[src/rtl/pc_unit_if.sv]
// Fetch-side bus of the program-counter unit: redirect/RAS requests in, fetch pc out.
interface pc_unit_if #(
  parameter int unsigned PC_WIDTH = 32
);
  logic                stall;
  logic                trap_req;
  logic                br_valid;
  logic [PC_WIDTH-1:0] br_target;
  logic                jmp_valid;
  logic [PC_WIDTH-1:0] jmp_target;
  logic                call;
  logic [PC_WIDTH-1:0] link_pc;
  logic                ret;
  logic [PC_WIDTH-1:0] pc;
  logic                pc_valid;
  logic                flush;
  logic                ras_empty;

  // Pipeline side: raises requests, consumes the fetch address.
  modport master (
    output stall, trap_req, br_valid, br_target, jmp_valid, jmp_target,
           call, link_pc, ret,
    input  pc, pc_valid, flush, ras_empty
  );

  // PC unit side.
  modport slave (
    input  stall, trap_req, br_valid, br_target, jmp_valid, jmp_target,
           call, link_pc, ret,
    output pc, pc_valid, flush, ras_empty
  );
endinterface

[src/rtl/pc_unit.sv]
// Program-counter unit: prioritised next-pc selection with a circular
// return-address stack, redirect flush and an INIT/RUN start-up state.
module pc_unit #(
  parameter int unsigned         PC_WIDTH     = 32,
  parameter logic [PC_WIDTH-1:0] RESET_VECTOR = '0,
  parameter logic [PC_WIDTH-1:0] TRAP_VECTOR  = PC_WIDTH'(32'h100),
  parameter int unsigned         INSTR_BYTES  = 4,
  parameter int unsigned         RAS_DEPTH    = 4
) (
  input  logic        clk,
  input  logic        rst,
  pc_unit_if.slave    bus
);

  localparam int unsigned PTR_W = $clog2(RAS_DEPTH);
  localparam int unsigned CNT_W = PTR_W + 1;
  localparam logic [PC_WIDTH-1:0] INC        = PC_WIDTH'(INSTR_BYTES);
  localparam logic [PC_WIDTH-1:0] ALIGN_MASK = ~PC_WIDTH'(INSTR_BYTES - 1);
  localparam logic [CNT_W-1:0]    CNT_FULL   = CNT_W'(RAS_DEPTH);

  typedef enum logic [0:0] {
    ST_INIT = 1'b0,
    ST_RUN  = 1'b1
  } state_t;

  state_t              state, state_next;
  logic [PC_WIDTH-1:0] pc_q, pc_next;
  logic                pc_valid_q;
  logic                flush_q, flush_next;

  logic [PC_WIDTH-1:0] ras_mem [RAS_DEPTH];
  logic [PTR_W-1:0]    ras_ptr;
  logic [PTR_W-1:0]    ras_top_idx;
  logic [CNT_W-1:0]    ras_cnt;
  logic                ras_is_empty;
  logic                push, pop, ras_clear;

  assign ras_top_idx  = ras_ptr - PTR_W'(1);
  assign ras_is_empty = (ras_cnt == '0);

  // Next-state, next-pc and RAS control; redirects beat stall, decode requests
  // only act when neither trap nor branch claims the cycle.
  always_comb begin
    state_next = state;
    pc_next    = pc_q;
    flush_next = 1'b0;
    push       = 1'b0;
    pop        = 1'b0;
    ras_clear  = 1'b0;
    case (state)
      ST_INIT: state_next = ST_RUN;
      ST_RUN: begin
        if (bus.trap_req) begin
          pc_next    = TRAP_VECTOR & ALIGN_MASK;
          flush_next = 1'b1;
          ras_clear  = 1'b1;
        end else if (bus.br_valid) begin
          pc_next    = bus.br_target & ALIGN_MASK;
          flush_next = 1'b1;
        end else begin
          push = bus.jmp_valid && bus.call;
          pop  = bus.ret && !ras_is_empty;
          if (bus.jmp_valid) begin
            pc_next    = bus.jmp_target & ALIGN_MASK;
            flush_next = 1'b1;
          end else if (pop) begin
            pc_next    = ras_mem[ras_top_idx] & ALIGN_MASK;
            flush_next = 1'b1;
          end else if (!bus.stall) begin
            pc_next = pc_q + INC;
          end
        end
      end
      default: state_next = ST_INIT;
    endcase
  end

  // State, pc and flush registers.
  always_ff @(posedge clk or negedge rst) begin
    if (!rst) begin
      state      <= ST_INIT;
      pc_q       <= RESET_VECTOR;
      pc_valid_q <= 1'b0;
      flush_q    <= 1'b0;
    end else begin
      state      <= state_next;
      pc_q       <= pc_next;
      pc_valid_q <= (state_next == ST_RUN);
      flush_q    <= flush_next;
    end
  end

  // RAS pointer and occupancy; a full push overwrites the oldest slot.
  always_ff @(posedge clk or negedge rst) begin
    if (!rst) begin
      ras_ptr <= '0;
      ras_cnt <= '0;
    end else if (ras_clear) begin
      ras_cnt <= '0;
    end else if (push && !pop) begin
      ras_ptr <= ras_ptr + PTR_W'(1);
      ras_cnt <= (ras_cnt == CNT_FULL) ? CNT_FULL : ras_cnt + CNT_W'(1);
    end else if (pop && !push) begin
      ras_ptr <= ras_top_idx;
      ras_cnt <= ras_cnt - CNT_W'(1);
    end
  end

  // RAS storage; simultaneous pop and push replaces the top entry.
  always_ff @(posedge clk) begin
    if (rst) begin
      if (push && pop) begin
        ras_mem[ras_top_idx] <= bus.link_pc;
      end else if (push) begin
        ras_mem[ras_ptr] <= bus.link_pc;
      end
    end
  end

  assign bus.pc        = pc_q;
  assign bus.pc_valid  = pc_valid_q;
  assign bus.flush     = flush_q;
  assign bus.ras_empty = ras_is_empty;

endmodule

[src/flat_wrapper.sv]
// flat-port wrapper written by rule: the top's interface ports become plain ports
module pc_unit_flat 
#(
  parameter int unsigned         PC_WIDTH     = 32,
  parameter logic [PC_WIDTH-1:0] RESET_VECTOR = '0,
  parameter logic [PC_WIDTH-1:0] TRAP_VECTOR  = PC_WIDTH'(32'h100),
  parameter int unsigned         INSTR_BYTES  = 4,
  parameter int unsigned         RAS_DEPTH    = 4
)
  (clk, rst, bus_stall, bus_trap_req, bus_br_valid, bus_br_target, bus_jmp_valid, bus_jmp_target, bus_call, bus_link_pc, bus_ret, bus_pc, bus_pc_valid, bus_flush, bus_ras_empty);
  pc_unit_if #(.PC_WIDTH(PC_WIDTH)) bus_i ();
  input  logic clk;
  input  logic rst;
  input wire logic [$bits(bus_i.stall)-1:0] bus_stall;
  input wire logic [$bits(bus_i.trap_req)-1:0] bus_trap_req;
  input wire logic [$bits(bus_i.br_valid)-1:0] bus_br_valid;
  input wire logic [$bits(bus_i.br_target)-1:0] bus_br_target;
  input wire logic [$bits(bus_i.jmp_valid)-1:0] bus_jmp_valid;
  input wire logic [$bits(bus_i.jmp_target)-1:0] bus_jmp_target;
  input wire logic [$bits(bus_i.call)-1:0] bus_call;
  input wire logic [$bits(bus_i.link_pc)-1:0] bus_link_pc;
  input wire logic [$bits(bus_i.ret)-1:0] bus_ret;
  output wire logic [$bits(bus_i.pc)-1:0] bus_pc;
  output wire logic [$bits(bus_i.pc_valid)-1:0] bus_pc_valid;
  output wire logic [$bits(bus_i.flush)-1:0] bus_flush;
  output wire logic [$bits(bus_i.ras_empty)-1:0] bus_ras_empty;
  assign bus_i.stall = bus_stall;
  assign bus_i.trap_req = bus_trap_req;
  assign bus_i.br_valid = bus_br_valid;
  assign bus_i.br_target = bus_br_target;
  assign bus_i.jmp_valid = bus_jmp_valid;
  assign bus_i.jmp_target = bus_jmp_target;
  assign bus_i.call = bus_call;
  assign bus_i.link_pc = bus_link_pc;
  assign bus_i.ret = bus_ret;
  assign bus_pc = bus_i.pc;
  assign bus_pc_valid = bus_i.pc_valid;
  assign bus_flush = bus_i.flush;
  assign bus_ras_empty = bus_i.ras_empty;
  pc_unit #(.PC_WIDTH(PC_WIDTH), .RESET_VECTOR(RESET_VECTOR), .TRAP_VECTOR(TRAP_VECTOR), .INSTR_BYTES(INSTR_BYTES), .RAS_DEPTH(RAS_DEPTH)) u_core (.clk(clk), .rst(rst), .bus(bus_i));
endmodule
[config.mk]
export PLATFORM = sky130hd
export DESIGN_NAME = pc_unit_flat
export DESIGN_NICKNAME = d
export VERILOG_FILES = /design/src/rtl/pc_unit_if.sv /design/src/rtl/pc_unit.sv /design/src/flat_wrapper.sv
export SDC_FILE = /design/constraint.sdc
export NUM_CORES = 1
export LEC_CHECK = 0
export CAP_MARGIN = 10
export CORE_AREA = 2 2 137 112
export DETAILED_ROUTE_END_ITERATION = 12
export DIE_AREA = 0 0 139 114
export PLACE_DENSITY = 0.8
export RECOVER_POWER = 50
export REMOVE_ABC_BUFFERS = 1
export SYNTH_ARGS = -nofsm -noshare
export SYNTH_HDL_FRONTEND = slang
export SYNTH_SLANG_ARGS = --single-unit
export TNS_END_PERCENT = 5
[constraint.sdc]
create_clock -name clk -period 6.3 [get_ports clk]
set_clock_uncertainty 0.15 [all_clocks]
set_input_delay 0.63 -clock clk [delete_from_list [all_inputs] [get_ports clk]]
set_output_delay 0.63 -clock clk [all_outputs]
set_load 0.02 [all_outputs]
==> results of run 1 <==
[final cells by class]
class	count	area [µm²]
fill	1038	4980
sequential	157	4530
multi-input combinational	366	2820
timing repair buffer	144	1400
clock buffer	21	460
tap	189	236
clock inverter	11	134
inverter	14	52.6
[routing by layer]
layer  global-route usage  vias up  routed length, µm
met5                    0        -                  0
met4                0.108        0                595
met3               0.0823       61               2400
met2                0.425      393               9860
met1                0.381     2929               8330
li1                     -     2568                  -
[power by group]
group          total, mW  internal, mW  switching, mW
Sequential          1.24          1.15         0.0907
Combinational      0.654         0.327          0.327
Clock               1.02         0.609          0.415
[worst paths after layout]
kind                            cells after the start  slack [ns]                         endpoint
worst max-delay path                                4        1.90  u_core.ras_mem[0][12]$_DFFE_PP_
worst min-delay path                                2        0.44    u_core.bus.pc[31]$_DFFE_PN0P_
worst max register to register                     10        2.12  u_core.ras_mem[0][12]$_DFFE_PP_
worst min register to register                      2        0.44    u_core.bus.pc[31]$_DFFE_PN0P_
max in group asynchronous                           1        3.77    u_core.ras_ptr[0]$_DFFE_PN0P_
min in group asynchronous                           1        0.74     u_core.bus.pc[6]$_DFFE_PN0P_
[cells in the mapped netlist (9+ instances only)]
cell type  number
clkbuf_1       20
nor3_1         15
o31ai_1         9
a21oi_1        18
buf_2          15
nor2_1         38
nand4_1        13
inv_1          13
dfrtp_1        37
o21ai_0        22
mux4_2         30
nand2_1        33
a22oi_1        11
nand3_1        22
edfxtp_1      120
[sequential cells by signal (all words and copies together) (netlist names)]
signal	cells
u_core.bus.flush	1
u_core.bus.pc	30
u_core.ras_cnt	3
u_core.ras_mem	120
u_core.ras_ptr	2
u_core.state	1
[cell families after synthesis]
kind of cell    after synthesis
compound gates              146
xor+xnor                     13
fa+ha+maj                     5
buf+inv                      55
flops                       157
mux                          31
other cells                   2
simple gates                168
[critical path, delay by kind of cell]
kind | cells | cell delay [ns]
AND/OR/NAND/NOR | 2 | 1.62
buffers and inverters | 2 | 2.08
[stage by stage]
step	utilization	hold WS (ns)	setup WS [ns]	std cells
finish	0.659	0.436	1.90	902
global route	0.659	0.467	1.45	902
CTS	0.659	0.211	2.22	901
detailed placement	0.618	0.422	1.77	869
global placement	0.618	0.397	1.91	869
floorplan	-	0.184	1.08	537
==> results.sh, run 1 <==
export IMPL_status="complete, but fails checks"
export IMPL_violations="capacitance limit, slew limit"
export IMPL_ys_seq_area_frac=0.598
export IMPL_place_congestion=0.927
export IMPL_dpl_instance_area_mm2=0.00903
export IMPL_final_antenna_net_count=0
export IMPL_critical_path_cell_chain="clkbuf_1, nand2_1, nor3b_2, buf_4"
export IMPL_finalSetupTns_ns=0
export IMPL_grt_start_max_net_pins=41
export IMPL_grt_pass1_wl_um=32900
export IMPL_cp_start_kind="input pin"
export IMPL_pin_count=139
export IMPL_synth_async_reset_ratio=0.236
export IMPL_io_buffers=130
export IMPL_nets=809
export IMPL_drt_total_wl_um=21200
export IMPL_fin_crit_sh=0.699
export IMPL_avgRoutedWirePerCell_um=23.5
export IMPL_yosysTopAreaCellShare=0.476
export IMPL_cts_setup_buffers=0
export IMPL_clock_latency_ns=0.44
export IMPL_setup_violations=0
export IMPL_synth_area_leaders="edfxtp_1 48%, dfrtp_1 12%, mux4_2 8.9%"
export IMPL_drcViolationCount=0
export IMPL_leakagePower_nw=3.28
export IMPL_rsz0062_at_grt="no"
export IMPL_final_hold_violation_count=0
export IMPL_yosys_area_share_xor_xnor=0.0150
export IMPL_synthMuxAreaShare=0.0905
export IMPL_first_pass_iters=5
export IMPL_die_h_um=114
export IMPL_r2r_start="u_core.ras_cnt[0]$_DFFE_PN0P_"
export IMPL_ir_worst_vdd_mv=0.288
export IMPL_cts_root_buffer="clkbuf_16"
export IMPL_cp_arrival_ns=4.36
export IMPL_min_from="u_core.bus.pc[31]$_DFFE_PN0P_"
export IMPL_final_common_cell="edfxtp_1"
export IMPL_grt_ovfl_total=0
export IMPL_ys_flop_type="edfxtp_1"
export IMPL_syn_area_per_cell_um2=13.1
export IMPL_synth_compound_area_frac=0.140
export IMPL_cts_htree_levels=4
export IMPL_core_mm2=0.0146
export IMPL_cts_buffer_depth=2
export IMPL_relSlewSlack=-0.545
export IMPL_powerDensity_mw_per_mm2=303
export IMPL_total_power_mw=2.92
export IMPL_yosys_warnings=0
export IMPL_synth_edf_count=120
export IMPL_required_ns=6.26
export IMPL_hold_path_class="flop to flop"
export IMPL_cts_sinks=157
export IMPL_ys_seq_elements=157
export IMPL_synthSimpleGateAreaFrac=0.116
export IMPL_cts_resized=0
export IMPL_via_per_inst=6.60
export IMPL_cp_max_fo=39
export IMPL_grt_pass1_vias=5803
export IMPL_path_clk_slew_ns=0.06
export IMPL_antenna_cells=0
export IMPL_maxSlewViolCount=40
export IMPL_max_stage_delay_ns=1.62
export IMPL_min_period_ns=4.40
export IMPL_die_w_um=139
export IMPL_worstSetupPathType="input pin to flop"
export IMPL_initial_utilization=0.518
export IMPL_ctsHoldBuffers=0
export IMPL_synthAdderAreaFrac=0.00826
export IMPL_num_rows=40
export IMPL_synth_cell_types=68
export IMPL_grtUsageTotal=0.278
export IMPL_vias=5951
export IMPL_syn_inst=577
export IMPL_dp_hpwl_um=14300
export IMPL_drive_gt1_frac=0.122
export IMPL_slowest_stage="clkbuf_1"
export IMPL_max_freq_mhz=227
export IMPL_areaGrowthSynthToFinish_pct=27.2
export IMPL_die_area_mm2=0.0158
export IMPL_most_common_layout_cells="120 x edfxtp_1, 84 x clkdlybuf4s50_1, 45 x dlygate4sd3_1, 37 x nor2_1, 36 x dfrtp_1"
export IMPL_critPathLaunch="rst"
export IMPL_synth_cell_area_mm2=0.00758
export IMPL_design_area_mm2=0.00963
export IMPL_antenna_found_initial=0
export IMPL_drt_initial_drc_count=611
export IMPL_tritoncts="yes"
export IMPL_synth_top_family_by_area="compound AO/OA/AOI/OAI gates"
export IMPL_cts_buffers=17
export IMPL_tightest_slew_ns=2.32
export IMPL_max_cap_viol_count=1
export IMPL_yosysTopAreaCell="edfxtp_1"
export IMPL_crit_path_end_kind="flop"
Power figures use the tool's default switching activity.
==> run 2: changes to the inputs <==
--- a/config.mk
+++ b/config.mk
@@ -6,10 +6,10 @@
 export NUM_CORES = 1
 export LEC_CHECK = 0
 export CAP_MARGIN = 10
-export CORE_AREA = 2 2 137 112
+export CORE_AREA = 2 2 144 118
 export DETAILED_ROUTE_END_ITERATION = 12
-export DIE_AREA = 0 0 139 114
-export PLACE_DENSITY = 0.8
+export DIE_AREA = 0 0 146 120
+export PLACE_DENSITY = 0.76
 export RECOVER_POWER = 50
 export REMOVE_ABC_BUFFERS = 1
 export SYNTH_ARGS = -nofsm -noshare
==> constraint.sdc (replaced) <==
create_clock -name clk -period 3.8 [get_ports clk]
set_clock_uncertainty 0.15 [all_clocks]
set_input_delay 0.38 -clock clk [delete_from_list [all_inputs] [get_ports clk]]
set_output_delay 0.38 -clock clk [all_outputs]
set_load 0.02 [all_outputs]
==> results.sh, run 2 (same netlist as run 1, synthesis figures left out) <==
export IMPL_status="completed"
export IMPL_first_pass_iters=5
export IMPL_slowest_stage="a31o_2"
export IMPL_dpl_instance_area_mm2=0.00919
export IMPL_final_hold_violation_count=0
export IMPL_final_common_cell="edfxtp_1"
export IMPL_most_common_layout_cells="120 x edfxtp_1, 83 x clkdlybuf4s50_1, 47 x dlygate4sd3_1, 37 x nor2_1, 36 x dfrtp_1"
export IMPL_cts_buffer_depth=2
export IMPL_cts_resized=0
export IMPL_cts_buffers=17
export IMPL_clock_latency_ns=0.43
export IMPL_drive_gt1_frac=0.131
export IMPL_powerDensity_mw_per_mm2=495
export IMPL_fin_crit_sh=0.777
export IMPL_met1_length_um=8680
export IMPL_rr_endpoint="u_core.bus.pc[7]$_DFFE_PN0P_"
export IMPL_worstSetupPathType="flop to flop"
export IMPL_grtUsageTotal=0.262
export IMPL_maxSlewViolCount=0
export IMPL_critPathTopFamily="compound AO/OA/AOI/OAI gates"
export IMPL_initial_utilization=0.468
export IMPL_die_w_um=146
export IMPL_critical_path_cell_chain="inv_1, ha_1, nand2b_1, buf_4, a21oi_2, a31o_2, a221oi_1, a22oi_1"
export IMPL_drt_initial_drc_count=716
export IMPL_antenna_cells=0
export IMPL_max_cap_viol_count=0
export IMPL_min_from="bus_jmp_target[3]"
export IMPL_drcViolationCount=0
export IMPL_core_mm2=0.0162
export IMPL_place_congestion=0.946
export IMPL_cp_num_buf_inv=2
export IMPL_relSlewSlack=0.227
export IMPL_multi_input_area_mm2=0.00283
export IMPL_hold_depth=3
export IMPL_tightest_slew_ns=1.16
export IMPL_largest_reg_flops=120
export IMPL_tritoncts="yes"
export IMPL_top_register="u_core.ras_mem"
export IMPL_finalSetupTns_ns=0
export IMPL_die_h_um=120
export IMPL_crit_path_end_kind="flop"
export IMPL_cp_max_fo=30
export IMPL_max_freq_mhz=339
export IMPL_design_area_mm2=0.00975
export IMPL_drt_total_wl_um=22300
export IMPL_max_stage_delay_ns=0.74
export IMPL_setup_violations=0
export IMPL_cp_start_kind="flop"
export IMPL_ff_latch_area_mm2=0.00453
export IMPL_rsz0062_at_grt="no"
export IMPL_leakagePower_nw=3.34
export IMPL_num_rows=42
export IMPL_cts_root_buffer="clkbuf_16"
export IMPL_nets=823
export IMPL_ir_worst_vdd_mv=0.492
export IMPL_antenna_found_initial=0
export IMPL_grt_start_max_net_pins=39
export IMPL_hold_path_class="input pin to flop"
export IMPL_dp_hpwl_um=15600
export IMPL_vias=6005
export IMPL_r2r_slack_ns=0.85
export IMPL_io_buffers=130
export IMPL_final_antenna_net_count=0
export IMPL_path_clk_slew_ns=0.06
export IMPL_routed_wl_met2_um=10400
export IMPL_cts_htree_levels=4
export IMPL_r2r_start="u_core.ras_cnt[0]$_DFFE_PN0P_"
export IMPL_grt_pass1_wl_um=34500
export IMPL_min_period_ns=2.95
export IMPL_grt_ovfl_total=0
export IMPL_areaGrowthSynthToFinish_pct=28.7
export IMPL_cts_setup_buffers=0
export IMPL_avgRoutedWirePerCell_um=23.6
export IMPL_die_area_mm2=0.0175
export IMPL_ff2ff_path_depth=8
export IMPL_cp_arrival_ns=3.14
export IMPL_dr_wl_met3_um=2640
export IMPL_fill_cells=1272
export IMPL_finalCoreUtilization=0.602
export IMPL_via_per_inst=6.34
export IMPL_top_layer="met4"
export IMPL_cts_sinks=157
export IMPL_min_to="u_core.bus.pc[3]$_DFFE_PN0P_"
export IMPL_pin_count=139
export IMPL_required_ns=3.99
export IMPL_grt_pass1_vias=5991
## run 2: how the worst max path moves through the flow
stage / start / endpoint / slack (ns) / depth (start not counted)
finish: u_core.ras_cnt[0]$_DFFE_PN0P_ / u_core.bus.pc[7]$_DFFE_PN0P_ / 0.85 / 8
global route: u_core.ras_cnt[0]$_DFFE_PN0P_ / u_core.ras_mem[3][8]$_DFFE_PP_ / 0.71 / 10
CTS: u_core.ras_cnt[0]$_DFFE_PN0P_ / u_core.ras_mem[3][18]$_DFFE_PP_ / 0.89 / 10
detailed placement: bus_br_valid / u_core.ras_mem[1][16]$_DFFE_PP_ / 0.74 / 10
global placement: bus_br_valid / u_core.ras_mem[1][16]$_DFFE_PP_ / 0.77 / 10
floorplan: u_core.ras_cnt[0]$_DFFE_PN0P_ / u_core.ras_mem[0][10]$_DFFE_PP_ / -1.42 / 9
## run 2: power by group
group,switching (mW),internal [mW],leakage (nW)
clock,0.673,0.959,0.263
combinational,0.493,0.561,1.52
sequential,0.226,1.91,1.56
total,1.39,3.43,3.34
## run 2: area by class of cell
cell class                 count  share of cell area
clock buffer                  20              0.0448
clock inverter                12              0.0123
inverter                      14             0.00539
multi-input combinational    366               0.290
sequential                   157               0.465
tap                          220              0.0282
timing repair buffer         158               0.155
## run 2: per-layer routing
layer / vias to the layer above / track usage
li1: 2590 / -
met1: 2965 / 0.351
met2: 397 / 0.412
met3: 53 / 0.0707
met4: 0 / 0.101
met5: - / 0
## run 2: repair_timing
action | 4_1_cts | 5_1_grt
hold buffers | 1 | 0
endpoints found under the hold margin | 37 | 0
setup endpoints to repair | 0 | 0
## run 2: per-stage QoR
stage | total power [mW] | hold WS (ns) | setup slack (ns) | instances
final | 4.82 | 0.409 | 0.847 | 947
after global routing | 4.98 | 0.424 | 0.708 | 947
after CTS | 4.84 | 0.405 | 0.890 | 947
after detailed placement | 3.23 | 0.367 | 0.743 | 914
after global placement | 3.20 | 0.373 | 0.769 | 914
after floorplan | 2.72 | -0.0656 | -1.42 | 537
## run 2: worst min-delay path: stages
cell and delay, ns:
clkdlybuf4s50_1 0.39, nor2b_1 0.11, o31ai_1 0.07
==> run 3: changes to the inputs <==
--- a/config.mk
+++ b/config.mk
@@ -6,10 +6,10 @@
 export NUM_CORES = 1
 export LEC_CHECK = 0
 export CAP_MARGIN = 10
-export CORE_AREA = 2 2 144 118
+export CORE_AREA = 2 2 137 112
 export DETAILED_ROUTE_END_ITERATION = 12
-export DIE_AREA = 0 0 146 120
-export PLACE_DENSITY = 0.76
+export DIE_AREA = 0 0 139 114
+export PLACE_DENSITY = 0.8
 export RECOVER_POWER = 50
 export REMOVE_ABC_BUFFERS = 1
 export SYNTH_ARGS = -nofsm -noshare
==> constraint.sdc (replaced) <==
create_clock -name clk -period 2.9 [get_ports clk]
set_clock_uncertainty 0.15 [all_clocks]
set_input_delay 0.29 -clock clk [delete_from_list [all_inputs] [get_ports clk]]
set_output_delay 0.29 -clock clk [all_outputs]
set_load 0.02 [all_outputs]
==> results.sh, run 3 (same netlist as run 1, synthesis figures left out) <==
export IMPL_cts_buffer_depth=2
export IMPL_cts_root_buffer="clkbuf_16"
export IMPL_hold_path_class="input pin to async pin"
export IMPL_drt_total_wl_um=23000
export IMPL_core_mm2=0.0146
export IMPL_routed_wl_met2_um=10100
export IMPL_pin_count=139
export IMPL_drcViolationCount=0
export IMPL_tightest_slew_ns=0.941
export IMPL_die_w_um=139
export IMPL_tritoncts="yes"
export IMPL_fin_cells=930
export IMPL_antenna_found_initial=0
export IMPL_crit_path_end_kind="flop"
export IMPL_dp_cells=897
export IMPL_final_common_cell="edfxtp_1"
export IMPL_grt_pass1_wl_um=35300
export IMPL_first_pass_iters=5
export IMPL_nets=837
export IMPL_num_rows=40
export IMPL_place_congestion=0.914
export IMPL_top_layer="met4"
export IMPL_via_per_inst=6.65
export IMPL_dr_wl_met3_um=2520
export IMPL_worstSetupPathType="flop to flop"
export IMPL_met1_length_um=9910
export IMPL_cp_max_fo=9
export IMPL_drt_initial_drc_count=812
export IMPL_rsz0062_at_grt="no"
export IMPL_dp_hpwl_um=15900
export IMPL_rr_endpoint="u_core.ras_mem[3][11]$_DFFE_PP_"
export IMPL_max_freq_mhz=373
export IMPL_relSlewSlack=0.373
export IMPL_powerDensity_mw_per_mm2=667
export IMPL_cts_sinks=157
export IMPL_largest_reg_flops=120
export IMPL_top_register="u_core.ras_mem"
export IMPL_most_common_layout_cells="120 x edfxtp_1, 84 x clkdlybuf4s50_1, 46 x dlygate4sd3_1, 37 x nor2_1, 36 x dfrtp_1"
export IMPL_cp_arrival_ns=2.67
export IMPL_grt_pass1_vias=5996
export IMPL_drive_gt1_frac=0.155
export IMPL_cts_resized=0
export IMPL_status="completed"
export IMPL_ff2ff_path_depth=10
export IMPL_avgRoutedWirePerCell_um=24.7
export IMPL_leakagePower_nw=3.45
export IMPL_grt_ovfl_total=0
export IMPL_ir_worst_vdd_mv=0.498
export IMPL_io_buffers=130
export IMPL_antenna_cells=0
export IMPL_initial_utilization=0.518
export IMPL_dpl_instance_area_mm2=0.00931
export IMPL_die_area_mm2=0.0158
export IMPL_max_cap_viol_count=0
export IMPL_clock_latency_ns=0.43
export IMPL_path_clk_slew_ns=0.07
export IMPL_min_period_ns=2.68
export IMPL_final_hold_violation_count=0
export IMPL_cts_setup_buffers=0
export IMPL_final_antenna_net_count=0
export IMPL_r2r_start="u_core.ras_cnt[0]$_DFFE_PN0P_"
export IMPL_r2r_slack_ns=0.22
export IMPL_grt_start_max_net_pins=36
export IMPL_cp_start_kind="flop"
export IMPL_grtUsageTotal=0.297
export IMPL_fin_crit_sh=0.926
export IMPL_maxSlewViolCount=0
export IMPL_vias=6181
export IMPL_cts_buffers=17
export IMPL_cts_htree_levels=4
export IMPL_design_area_mm2=0.00992
export IMPL_setup_violations=0
export IMPL_areaGrowthSynthToFinish_pct=30.9
export IMPL_required_ns=2.88
export IMPL_die_h_um=114
## run 3: cell types whose count changed in the layout (fill, tap and decap cells not counted), sizes merged
cell / before / now
clkbuf: 21 / 20
clkdlybuf4s50: 83 / 84
bufinv: 2 / 3
clkinv: 6 / 3
buf: 27 / 40
inv: 16 / 20
dlygate4sd3: 47 / 46
## run 3: worst max-delay path: stages, from the launching register on
cell	delay (ns)
dfrtp_1	0.40
inv_1	0.08
ha_1	0.24
nand2b_1	0.13
inv_2	0.05
nor2_1	0.15
nand2_1	0.08
ha_1	0.25
or3_1	0.41
a21oi_2	0.21
buf_4	0.23
## run 3: per-layer routing
metal	global-route usage	vias up
li1	-	2616
met1	0.443	3062
met2	0.433	442
met3	0.0789	61
met4	0.0875	0
met5	0	-
## run 3: layout make-up
| class | count | area, µm² |
|---|---|---|
| Clock inverter | 14 | 180 |
| Clock buffer | 18 | 429 |
| Fill cell | 995 | 4700 |
| Multi-Input combinational cell | 366 | 2820 |
| Tap cell | 189 | 236 |
| Timing Repair Buffer | 172 | 1670 |
| Sequential cell | 157 | 4530 |
| Inverter | 14 | 52.6 |
## run 3: worst max path at each step
stage                                                  to                          start  slack [ns]  cells past startpoint
after floorplan           u_core.ras_mem[0][10]$_DFFE_PP_  u_core.ras_cnt[0]$_DFFE_PN0P_       -2.32                      9
after global placement     u_core.ras_mem[0][3]$_DFFE_PP_                   bus_trap_req        0.13                      7
after detailed placement   u_core.ras_mem[0][2]$_DFFE_PP_                   bus_br_valid        0.05                      7
after CTS                  u_core.ras_mem[3][5]$_DFFE_PP_  u_core.ras_cnt[0]$_DFFE_PN0P_        0.26                     10
after global routing        u_core.bus.pc[24]$_DFFE_PN0P_  u_core.ras_cnt[0]$_DFFE_PN0P_        0.05                      8
final                     u_core.ras_mem[3][11]$_DFFE_PP_  u_core.ras_cnt[0]$_DFFE_PN0P_        0.22                     10
## run 3: power by group
group / switching (mW) / internal [mW] / leakage (nW)
sequential: 0.183 / 2.51 / 1.56
clock: 0.955 / 1.37 / 0.297
combinational: 0.820 / 0.782 / 1.60
## run 3: through the flow
| step | util | setup WS [ns] | TNS [ns] | power, mW | hold slack [ns] |
|---|---|---|---|---|---|
| 2_1_floorplan | - | -2.32 | -185.32 | 3.56 | -0.156 |
| 3_3_place_gp | 0.637 | 0.126 | 0 | 4.28 | -0.0260 |
| 3_5_place_dp | 0.637 | 0.0459 | 0 | 4.31 | -0.0283 |
| 4_1_cts | 0.679 | 0.256 | 0 | 6.62 | 0.0711 |
| 5_1_grt | 0.679 | 0.0496 | 0 | 6.82 | 0.138 |
| 6_report | 0.679 | 0.216 | 0 | 6.62 | 0.159 |
## run 3: what timing repair did
| action | CTS | global route |
|---|---|---|
| endpoints found under the hold margin | 37 | 0 |
| hold buffers | 1 | 0 |
| setup endpoints to repair | 0 | 0 |
==> variant, RTL diff (flow settings as in run 3) <==
`PC_WIDTH` is set to 32 in 3 places; all go to 64.
--- a/src/rtl/pc_unit_if.sv
+++ b/src/rtl/pc_unit_if.sv
@@ -1,5 +1,5 @@
 // Fetch-side bus of the program-counter unit: redirect/RAS requests in, fetch pc out.
 interface pc_unit_if #(
-  parameter int unsigned PC_WIDTH = 32
+  parameter int unsigned PC_WIDTH = 64
 );
   logic                stall;
--- a/src/rtl/pc_unit.sv
+++ b/src/rtl/pc_unit.sv
@@ -2,5 +2,5 @@
 // return-address stack, redirect flush and an INIT/RUN start-up state.
 module pc_unit #(
-  parameter int unsigned         PC_WIDTH     = 32,
+  parameter int unsigned         PC_WIDTH     = 64,
   parameter logic [PC_WIDTH-1:0] RESET_VECTOR = '0,
   parameter logic [PC_WIDTH-1:0] TRAP_VECTOR  = PC_WIDTH'(32'h100),
--- a/src/flat_wrapper.sv
+++ b/src/flat_wrapper.sv
@@ -2,5 +2,5 @@
 module pc_unit_flat 
 #(
-  parameter int unsigned         PC_WIDTH     = 32,
+  parameter int unsigned         PC_WIDTH     = 64,
   parameter logic [PC_WIDTH-1:0] RESET_VECTOR = '0,
   parameter logic [PC_WIDTH-1:0] TRAP_VECTOR  = PC_WIDTH'(32'h100),
Ports: changed (resized bus_br_target, bus_jmp_target, bus_link_pc and bus_pc); port bits go from 139 to 267. The function was not compared with the original's and may differ.
==> variant against run 3 <==
  * The run now fails in global placement without I/O (3_1_place_gp_skip_io)
  * Synthesized area is 98% higher
==> variant: results (changes against run 3) <==
The share of the synthesized area in compound gates (AO/OA/AOI/OAI) works out to 13.44% (-0.52 points). By area the synthesized netlist is led by sky130_fd_sc_hd__edfxtp_1 50%, sky130_fd_sc_hd__dfrtp_1 12%, sky130_fd_sc_hd__mux4_2 9.3%, sky130_fd_sc_hd__o21ai_0 2.0%, sky130_fd_sc_hd__a21oi_1 1.9%. The adder-cell area share of the yosys netlist was 0.4178% (-0.41 points). The run stopped with a tool error. The number of instances in the synthesized netlist is 1,120 (+94%). The synthesized-area fraction occupied by xor and xnor cells was 0.9359% (-0.57 points); the total of warnings raised by yosys was 0 (unchanged).

Async set-reset flop share out of synthesis: 21.77% (-1.8 points). The multiplexer share of the synthesized area works out to 9.326% (+0.28 points). The tools report the failing step as global placement without I/O (3_1_place_gp_skip_io).

The number of synthesized flops with an enable pin works out to 248 (+110%). The tool reported: "[ERROR GPL-0301] Utilization 107.404 % exceeds 100%". The register bit count reported by yosys was 317 (+100%).

By count the netlist is led by 248 x sky130_fd_sc_hd__edfxtp_1, 69 x sky130_fd_sc_hd__dfrtp_1, 67 x sky130_fd_sc_hd__nor2_1. The horizontal die dimension came out at 139 um (unchanged). The sequential area share after synthesis came out at 61.27% (+1.5 points). For the distinct cell type count of the synthesized netlist, the log shows 72 (+5.9%).

The most used flip-flop cell after synthesis was sky130_fd_sc_hd__edfxtp_1.
[variant: cell types whose count changed after synthesis, moves of 27 or more]
cell / before / now
sky130_fd_sc_hd__mux4_2: 30 / 62
sky130_fd_sc_hd__o21ai_0: 22 / 60
sky130_fd_sc_hd__nand4_1: 13 / 40
sky130_fd_sc_hd__nand2_1: 33 / 63
sky130_fd_sc_hd__clkbuf_1: 20 / 48
sky130_fd_sc_hd__nor2_1: 38 / 67
sky130_fd_sc_hd__a21oi_1: 18 / 56
sky130_fd_sc_hd__edfxtp_1: 120 / 248
sky130_fd_sc_hd__dfrtp_1: 37 / 69
[variant: cell families after synthesis]
family	Yosys count
AOI/OAI and AO/OA	293
xor gates and xnor gates	16
adders and majority gates	5
buffers and inverters	96
DFF	317
muxes	62
other	2
and+or+nand+nor	329
